<file path="src/rtl/scan_code_pkg.sv">
// ---------------------------------------------------------------------------
// scan_code_pkg
// Shared definitions for the PS/2 scan-code filter: the prefix-tracking
// state enum, the prefix byte values, the Pause discard length and the
// list of keyboard status/reply bytes that never describe a key.
// ---------------------------------------------------------------------------
package scan_code_pkg;

    typedef enum logic [2:0] {
        ST_IDLE,
        ST_EXT,
        ST_BRK,
        ST_EXT_BRK,
        ST_PAUSE
    } filter_state_t;

    localparam logic [7:0] PREFIX_EXT   = 8'hE0;
    localparam logic [7:0] PREFIX_BRK   = 8'hF0;
    localparam logic [7:0] PREFIX_PAUSE = 8'hE1;

    // Bytes following E1 in the Pause make sequence that are swallowed.
    localparam logic [2:0] PAUSE_DISCARD = 3'd7;

    // Keyboard replies (BAT ok, ack, echo, resend, error/overrun codes).
    localparam int NUM_NON_KEY = 6;
    localparam logic [NUM_NON_KEY-1:0][7:0] NON_KEY_CODES =
        {8'hAA, 8'hFA, 8'hEE, 8'hFE, 8'h00, 8'hFF};

    function automatic logic is_non_key(input logic [7:0] b);
        logic hit;
        hit = 1'b0;
        for (int i = 0; i < NUM_NON_KEY; i++) begin
            if (NON_KEY_CODES[i] == b) hit = 1'b1;
        end
        return hit;
    endfunction

    function automatic logic is_prefix(input logic [7:0] b);
        return (b == PREFIX_EXT) || (b == PREFIX_BRK) || (b == PREFIX_PAUSE);
    endfunction

endpackage

</file>
<file path="src/rtl/strobe_edge_detect.sv">
// ---------------------------------------------------------------------------
// strobe_edge_detect
// Turns a level "byte ready" signal into a single-cycle acceptance pulse on
// its rising edge.
//   clk    : system clock
//   reset  : asynchronous active-high reset
//   level  : level input from the upstream byte receiver
//   pulse  : high in the cycle where level is high but was low last cycle
// History resets to 1 so a level already high when reset releases is not
// mistaken for a fresh byte.
// ---------------------------------------------------------------------------
module strobe_edge_detect (
    input  logic clk,
    input  logic reset,
    input  logic level,
    output logic pulse
);

    logic level_q;

    always_ff @(posedge clk or posedge reset) begin
        if (reset) begin
            level_q <= 1'b1;
        end else begin
            level_q <= level;
        end
    end

    assign pulse = level & ~level_q;

endmodule

</file>
<file path="src/rtl/scan_code_filter.sv">
// ---------------------------------------------------------------------------
// scan_code_filter
// Collapses PS/2 set-2 scan-code byte sequences (E0 / F0 / E1 prefixes) into
// single key events.
//   Parameter TIMEOUT_CYCLES : clocks a prefix state may sit idle (>= 2)
//   clk, reset               : clock, asynchronous active-high reset
//   byte_valid, byte_in      : level-valid byte from the PS/2 receiver
//   key_valid                : one-cycle event strobe
//   key_code, key_ext,
//   key_break                : event fields, held until the next event
//   proto_err                : one-cycle pulse on bad prefix or timeout
// Optional feature macro SCAN_FILTER_REPEAT_SUPPRESS_EN: drops typematic
// repeats of the currently held key.
// ---------------------------------------------------------------------------
module scan_code_filter
    import scan_code_pkg::*;
#(
    parameter int TIMEOUT_CYCLES = 500000
) (
    input  logic       clk,
    input  logic       reset,
    input  logic       byte_valid,
    input  logic [7:0] byte_in,
    output logic       key_valid,
    output logic [7:0] key_code,
    output logic       key_ext,
    output logic       key_break,
    output logic       proto_err
);

    localparam int TO_W = (TIMEOUT_CYCLES > 2) ? $clog2(TIMEOUT_CYCLES) : 1;
    // Firing on the cycle the counter is about to reach TIMEOUT_CYCLES-1
    // makes the error pulse line up with the counter showing that value.
    localparam logic [TO_W-1:0] TIMEOUT_FIRE = TO_W'(TIMEOUT_CYCLES - 2);

    logic            byte_accept;
    filter_state_t   state_q, state_d;
    logic [2:0]      pause_q, pause_d;
    logic [TO_W-1:0] timeout_q, timeout_d;
    logic            ev_fire, ev_ext, ev_brk, err_d, emit;
    logic [7:0]      ev_code;

    strobe_edge_detect u_edge (
        .clk   (clk),
        .reset (reset),
        .level (byte_valid),
        .pulse (byte_accept)
    );

    // Next-state decode. An accepted byte always takes priority over a
    // timeout in the same cycle, so a late byte is never lost to an error.
    always_comb begin
        state_d   = state_q;
        pause_d   = pause_q;
        timeout_d = timeout_q;
        ev_fire   = 1'b0;
        ev_code   = byte_in;
        ev_ext    = 1'b0;
        ev_brk    = 1'b0;
        err_d     = 1'b0;
        if (byte_accept) begin
            timeout_d = '0;
            case (state_q)
                ST_IDLE: begin
                    if (byte_in == PREFIX_EXT) begin
                        state_d = ST_EXT;
                    end else if (byte_in == PREFIX_BRK) begin
                        state_d = ST_BRK;
                    end else if (byte_in == PREFIX_PAUSE) begin
                        state_d = ST_PAUSE;
                        pause_d = PAUSE_DISCARD;
                    end else if (!is_non_key(byte_in)) begin
                        ev_fire = 1'b1;
                    end
                end
                ST_EXT: begin
                    if (byte_in == PREFIX_BRK) begin
                        state_d = ST_EXT_BRK;
                    end else if (byte_in != PREFIX_EXT) begin
                        ev_fire = 1'b1;
                        ev_ext  = 1'b1;
                        state_d = ST_IDLE;
                    end
                end
                ST_BRK, ST_EXT_BRK: begin
                    state_d = ST_IDLE;
                    if (is_prefix(byte_in)) begin
                        err_d = 1'b1;
                    end else begin
                        ev_fire = 1'b1;
                        ev_brk  = 1'b1;
                        ev_ext  = (state_q == ST_EXT_BRK);
                    end
                end
                ST_PAUSE: begin
                    // Pause has no break code; the whole sequence is one event.
                    if (pause_q == 3'd1) begin
                        ev_fire = 1'b1;
                        ev_code = PREFIX_PAUSE;
                        ev_ext  = 1'b1;
                        pause_d = '0;
                        state_d = ST_IDLE;
                    end else begin
                        pause_d = pause_q - 3'd1;
                    end
                end
                default: state_d = ST_IDLE;
            endcase
        end else if (state_q != ST_IDLE) begin
            timeout_d = timeout_q + 1'b1;
            if (timeout_q == TIMEOUT_FIRE) begin
                state_d = ST_IDLE;
                pause_d = '0;
                err_d   = 1'b1;
            end
        end else begin
            timeout_d = '0;
        end
    end

`ifdef SCAN_FILTER_REPEAT_SUPPRESS_EN
    logic       held_valid_q, held_valid_d;
    logic       held_ext_q, held_ext_d;
    logic [7:0] held_code_q, held_code_d;
    logic       is_make, held_match;

    // Typematic repeats of the key currently held are dropped; releasing
    // that key re-arms it. Pause bypasses this since it never breaks.
    always_comb begin
        held_valid_d = held_valid_q;
        held_ext_d   = held_ext_q;
        held_code_d  = held_code_q;
        emit         = ev_fire;
        is_make      = ev_fire && !ev_brk && (state_q != ST_PAUSE);
        held_match   = held_valid_q && (held_ext_q == ev_ext) && (held_code_q == ev_code);
        if (is_make) begin
            if (held_match) begin
                emit = 1'b0;
            end else begin
                held_valid_d = 1'b1;
                held_ext_d   = ev_ext;
                held_code_d  = ev_code;
            end
        end else if (ev_fire && ev_brk && held_match) begin
            held_valid_d = 1'b0;
        end
    end

    always_ff @(posedge clk or posedge reset) begin
        if (reset) begin
            held_valid_q <= 1'b0;
            held_ext_q   <= 1'b0;
            held_code_q  <= '0;
        end else begin
            held_valid_q <= held_valid_d;
            held_ext_q   <= held_ext_d;
            held_code_q  <= held_code_d;
        end
    end
`else
    assign emit = ev_fire;
`endif

    // State, counters and registered outputs.
    always_ff @(posedge clk or posedge reset) begin
        if (reset) begin
            state_q   <= ST_IDLE;
            pause_q   <= '0;
            timeout_q <= '0;
            key_valid <= 1'b0;
            key_code  <= '0;
            key_ext   <= 1'b0;
            key_break <= 1'b0;
            proto_err <= 1'b0;
        end else begin
            state_q   <= state_d;
            pause_q   <= pause_d;
            timeout_q <= timeout_d;
            key_valid <= emit;
            proto_err <= err_d;
            if (emit) begin
                key_code  <= ev_code;
                key_ext   <= ev_ext;
                key_break <= ev_brk;
            end
        end
    end

endmodule

</file>
<file path="config.mk">
export PLATFORM = sky130hd
export DESIGN_NAME = scan_code_filter
export DESIGN_NICKNAME = d
export VERILOG_FILES = /design/src/rtl/scan_code_pkg.sv /design/src/rtl/strobe_edge_detect.sv /design/src/rtl/scan_code_filter.sv
export SDC_FILE = /design/constraint.sdc
export NUM_CORES = 1
export LEC_CHECK = 0
export CAP_MARGIN = 15
export CORE_ASPECT_RATIO = 1.4
export CORE_UTILIZATION = 35
export CTS_CLUSTER_SIZE = 8
export DETAILED_ROUTE_END_ITERATION = 16
export RECOVER_POWER = 50
export REMOVE_ABC_BUFFERS = 1
export SYNTH_ARGS = -nofsm -noshare
export SYNTH_HDL_FRONTEND = slang
export SYNTH_SLANG_ARGS = --single-unit
</file>
<file path="constraint.sdc">
create_clock -name clk -period 4.6 [get_ports clk]
set_clock_uncertainty 0.05 [all_clocks]
set_input_delay 0.69 -clock clk [delete_from_list [all_inputs] [get_ports clk]]
set_output_delay 0.69 -clock clk [all_outputs]
set_load 0.01 [all_outputs]
</file>
Word-level counts from Yosys, hierarchy flattened
Cells that the tools add are included.
{"block": "op_classes", "n_reduce_logical": 10, "addsub": 2, "div_mod_pow": 0, "n_lt_le_gt_ge": 0, "n_mul": 0, "shift": 0, "bitwise_logic": 2, "mux": 52, "n_eq_ne": 22}
{"op": "$mux 3", "n": 14}
{"op": "$eq 8x8->1 const A", "n": 5}
{"op": "$mux 19", "n": 2}
{"op": "$mux 1", "n": 29}
{"op": "$eq 8x8->1 const B", "n": 3}
{"op": "$mux 8", "n": 3}
{"op": "$add 19x1->19 const B", "n": 1}
{"op": "$eq 19x19->1 const B", "n": 1}
{"op": "$ne 3x3->1 const B", "n": 4}
{"op": "$pmux 3 s3", "n": 1}
{"op": "$logic_not 8->1", "n": 1}
{"op": "$ne 8x8->1 const B", "n": 1}
{"op": "$eq 3x1->1 const B", "n": 2}
{"op": "$eq 3x2->1 const B", "n": 2}
{"op": "$pmux 3 s2", "n": 1}
{"op": "$reduce_and 6->1", "n": 1}
{"op": "$ne 5x5->1 const B", "n": 1}
{"op": "$reduce_and 5->1", "n": 1}
{"op": "$ne 4x4->1 const B", "n": 1}
{"op": "$pmux 1 s4", "n": 1}
{"op": "$reduce_bool 2->1", "n": 2}
{"op": "$eq 3x3->1 const B", "n": 1}
{"op": "$logic_not 3->1", "n": 1}
{"op": "$ne 3x1->1 const B", "n": 1}
{"op": "7 further kinds", "n": 8}
{"block": "word_totals", "register_bits": 38, "latchBits": 0, "ram_bits": 0, "input_bits": 11, "rom_bits": 0, "output_inout_bits": 12, "mem_count": 0, "elab_cells": 97}

Logic depth before layout (Yosys ltp)
{"block": "logic_depth", "ltp_word": 18, "mapped_depth": 8, "mapped_depth_nobuf": 7}

Cells and area by module
Synthesis repeated with hierarchy kept, for this count alone.
{"block": "unflattened", "hier_cells": 205, "hier_area_um2": 2029.4}
{"mod": "scan_code_filter", "cells_each": 202, "area_per_inst_um2": 1985.7, "instances": 1}
{"mod": "strobe_edge_detect", "cells_each": 3, "area_per_inst_um2": 43.8, "instances": 1}

Least setup slack after synthesis
Ideal clock, no wire load.
{"block": "synth_timing", "path_kind": "input-to-reg", "from": "input byte_in[4]", "to": "register key_code[0]", "slack_ps": 2245, "arrival_ps": 2180, "setup_ps": 125, "stages": 7, "required_ps": 4425, "path_buffers": 2, "path_cell_list": "buf_6 -> or4_1 -> o311a_1 -> o2111ai_1 -> o211a_1 -> buf_6 -> mux2_4"}
{"block": "synth_via", "elab_chain_cells": 18, "elab_cells_between_ends": 32, "classes_between": "9 x eq/ne; 20 x mux; 3 x reduce/logical"}
{"element": "start: declaration", "line_no": "scan_code_filter.sv:23", "source": "input logic [7:0] byte_in,"}
{"element": "$eq 8x8->1", "line_no": "scan_code_pkg.sv:33", "source": "if (NON_KEY_CODES[i] == b) hit = 1'b1;"}
{"element": "$mux 1 (6 in a row)", "line_no": "scan_code_pkg.sv:33"}
{"element": "$mux 1", "line_no": "scan_code_filter.sv:69", "source": "end else if (byte_in == PREFIX_PAUSE) begin"}
{"element": "$mux 1", "line_no": "scan_code_filter.sv:67", "source": "end else if (byte_in == PREFIX_BRK) begin"}
{"element": "$mux 1", "line_no": "scan_code_filter.sv:65", "source": "if (byte_in == PREFIX_EXT) begin"}
{"element": "$mux 1", "line_no": "scan_code_filter.sv:63", "source": "case (state_q)"}
{"element": "$mux 1", "line_no": "scan_code_filter.sv:61", "source": "if (byte_accept) begin"}
{"element": "$mux 1", "line_no": "scan_code_filter.sv:72", "source": "end else if (!is_non_key(byte_in)) begin"}
{"element": "$mux 1", "line_no": "scan_code_filter.sv:69"}
{"element": "$mux 1", "line_no": "scan_code_filter.sv:67"}
{"element": "$mux 1", "line_no": "scan_code_filter.sv:65"}
{"element": "$pmux 1 s4 (*)", "line_no": "scan_code_filter.sv:63"}
{"element": "$mux 1 (*)", "line_no": "scan_code_filter.sv:61"}
{"element": "end signal: assignment", "line_no": "scan_code_filter.sv:182", "source": "key_code <= ev_code;"}
{"element": "end: declaration", "line_no": "scan_code_filter.sv:25", "source": "output logic [7:0] key_code,"}
Mark *: on every way between the ends. The rest lies on a longest branch, timed or not. The select of a mux whose other input is x is not followed.
A chain may end at the register's enable or synchronous reset.

Worst setup path in the final report
{"block": "layout_timing", "from": "input byte_in[4]", "to": "register key_code[7]"}
The elaborated chain is that of the path after synthesis.

==> impl_metrics.env <==
export IMPL_status="finished, violations left"
export IMPL_violations="max-capacitance violations, max-slew violations"
export IMPL_fin_crit_ns=2.828
export IMPL_grt_pass1_wl_mm=6.962
export IMPL_fp_dieH_um=91.93
export IMPL_setup_viol=0
export IMPL_hold_class="reg2reg"
export IMPL_n_fill_cell=561
export IMPL_layout_drive_gt1_share_pct=7.424
export IMPL_place_hpwl_mm=2.999
export IMPL_wl_per_cell_um=13.99
export IMPL_min_period_over_period_pct=61.48
export IMPL_cts_buffers=5
export IMPL_worstPathRequired_ns=4.73
export IMPL_ys_flop_type="dfrtp_1"
export IMPL_die_w_um=66.24
export IMPL_cpPeakStageDelay_ns=0.55
export IMPL_antenna_found_initial=0
export IMPL_routabilityCongestion=0.7967
export IMPL_critical_path_max_fanout=11
export IMPL_synth_cells=204
export IMPL_slew_headroom_pct=-36.31
export IMPL_arrival_ns=2.96
export IMPL_ctsResizeCount=0
export IMPL_grt_ovfl_total=0
export IMPL_yosysTopAreaCellShare_pct=45.79
export IMPL_maxCapViolCount=1
export IMPL_cts_setup_buffers=0
export IMPL_syn_area_sq_mm=0.002022
export IMPL_worst_pin_slew_ns=2.045
export IMPL_ys_ff_latch=38
export IMPL_cts_num_sinks=38
export IMPL_power_density_mw_per_mm2=357.1
export IMPL_core_area_sq_mm=0.005525
export IMPL_ant_nets=0
export IMPL_seq_area_frac_synth_pct=47.09
export IMPL_fmax_mhz=353.6
export IMPL_clockBufferDepth=2
export IMPL_cts_root_buf="clkbuf_8"
export IMPL_worst_slack_ns=1.772
export IMPL_end_kind="flip-flop"
export IMPL_ioPinCount=23
export IMPL_yosysUniqueCellTypes=50
export IMPL_synth_area_leaders="dfrtp_1 (46%), nor2_1 (4.1%), xnor2_1 (3.9%), nand2_1 (3.0%), nand2b_1 (2.8%)"
export IMPL_dp_slack_ns=1.458
export IMPL_drc_errors=0
export IMPL_die_area_sq_mm=0.006089
export IMPL_synthArstFlopShare_pct=100.0
export IMPL_criticalPathCategory="in2reg"
export IMPL_dr_pass1_iters=4
export IMPL_rsz0062_at_grt="no"
export IMPL_reg2regPathDepth=5
export IMPL_wirelength_mm=4.156
export IMPL_drtIter0Drc=66
export IMPL_vdd_drop_max_mv=0.1676
export IMPL_crit_chain="clkdlybuf4s50_1, or4_1, o311a_1, o2111ai_1, o211a_1, mux2_2"
export IMPL_slowest_stage="clkdlybuf4s50_1"
export IMPL_grt_max_degree=39
export IMPL_h_tree_depth=2
export IMPL_initial_core_util_pct=36.59
export IMPL_final_nets=243
export IMPL_cts_clk_slew_worst_paths_ns=0.08
export IMPL_cts_tree="yes"
export IMPL_syn_to_final_growth_pct=19.00
export IMPL_avgSynthCellArea_sq_um=9.911
export IMPL_first_global_vias=1550
export IMPL_hold_viol=0
export IMPL_synth_edf_count=0
export IMPL_yosys_warnings=0
export IMPL_vias=1552
export IMPL_hold_ws_ns=0.4234
export IMPL_antenna_cells=0
export IMPL_vias_per_cell=5.226
export IMPL_finalMaxSlewViolations=39
export IMPL_yosysTopAreaCell="dfrtp_1"
export IMPL_setup_worst_path_start_class="input pin"
export IMPL_grt_usage_pct=14.93
export IMPL_clk_latency_ns=0.29
export IMPL_worstHoldPathCells=1
export IMPL_p_leak_nw=1.047
export IMPL_port_buffers=22
export IMPL_ctsHoldBuffers=0
export IMPL_setup_tns_ns=0
export IMPL_num_rows=32
cell usage after synthesis, types with 2 or more instances:
cell,n
and2_1,2
mux2i_1,4
or3_1,2
and4_1,3
mux2_4,3
o21ai_0,4
and3_1,4
a22o_1,3
mux2_2,2
nand2_1,16
nand4_1,5
nor4_1,5
dfrtp_1,37
o31ai_1,2
nand2b_1,9
nor2_1,22
xor2_1,6
a21oi_1,3
inv_1,14
xnor2_1,9
clkbuf_1,4
nor3_1,6
nand3_1,7
buf_6,2
a21o_1,2
ha_1,4
state kept, by name, indices dropped and copies added, names as in the netlist:
register and cells:
timeout_q 19, pause_q 3, key_code 8, key_break 1
key_ext 1, state_q 3, u_edge.level_q 1, proto_err 1
key_valid 1
cell type report:
type	instances	area, sq um	area share [%]
multi-input combinational	145	974.7	40.51
sequential	38	952.2	39.57
timing repair buffer	24	227.7	9.464
tap	68	85.08	3.536
clock buffer	5	68.82	2.860
inverter	14	52.55	2.184
clock inverter	3	45.04	1.872
worst paths after layout:
path,from,endpoint,slack [ns]
max reg2reg,state_q[2],key_code[6],2.41
min in group asynchronous,reset,timeout_q[6],1.52
min reg2reg,timeout_q[0],timeout_q[0],0.42
max in group asynchronous,reset,timeout_q[18],1.81
max,byte_in[4],key_code[7],1.77
min,timeout_q[0],timeout_q[0],0.42
through the flow:
stage	cells	power (mW)	instance area, sq um	util [%]
floorplan	197	0.4933	1979	-
global placement	289	0.5807	2300	41.62
detailed placement	289	0.5834	2300	41.62
CTS	297	0.8782	2414	43.68
global route	297	0.9107	2406	43.55
finish	297	0.8591	2406	43.55
worst max-delay path, delay by kind of cell:
family | cells | cell delay [ns]
mux | 1 | 0.39
compound gates | 3 | 0.80
buf+inv | 1 | 0.55
simple gates | 1 | 0.53
cell families after synthesis:
kind of cell,Yosys count,synth area share [%]
adders and majority gates,4,2.475
buffers and inverters,21,4.702
xor gates and xnor gates,15,6.498
and+or+nand+nor,88,23.02
muxes,9,5.322
AOI/OAI and AO/OA,29,10.89
DFF,38,47.09
layout by cell type, fill, tap and decap left out, types with 4 or more instances in the layout:
cell type and n:
ha_1 4, nand3_1 7, xnor2_1 9, nand4_1 5, clkbuf_8 5, nand2_1 16, nor4_1 5, inv_1 14
nor3_1 6, xor2_1 6, o21ai_0 4, clkdlybuf4s50_1 20, nor2_1 22, mux2i_1 4, dfrtp_1 37, nand2b_1 9
and3_1 4
layer usage:
layer,track usage [%],share of wire (%),up-vias
li1,-,-,761
met1,16.61,42,743
met2,26.45,52,38
met3,3.234,3.8,10
met4,6.560,2.5,0
met5,0,0,-
power breakdown:
group / leakage (nW) / internal (mW) / switching, mW
logic: 0.493 / 0.0960 / 0.0817
clock network: 0.0504 / 0.161 / 0.127
registers: 0.504 / 0.369 / 0.0245
Note: power is estimated with default switching activity, not from simulation.
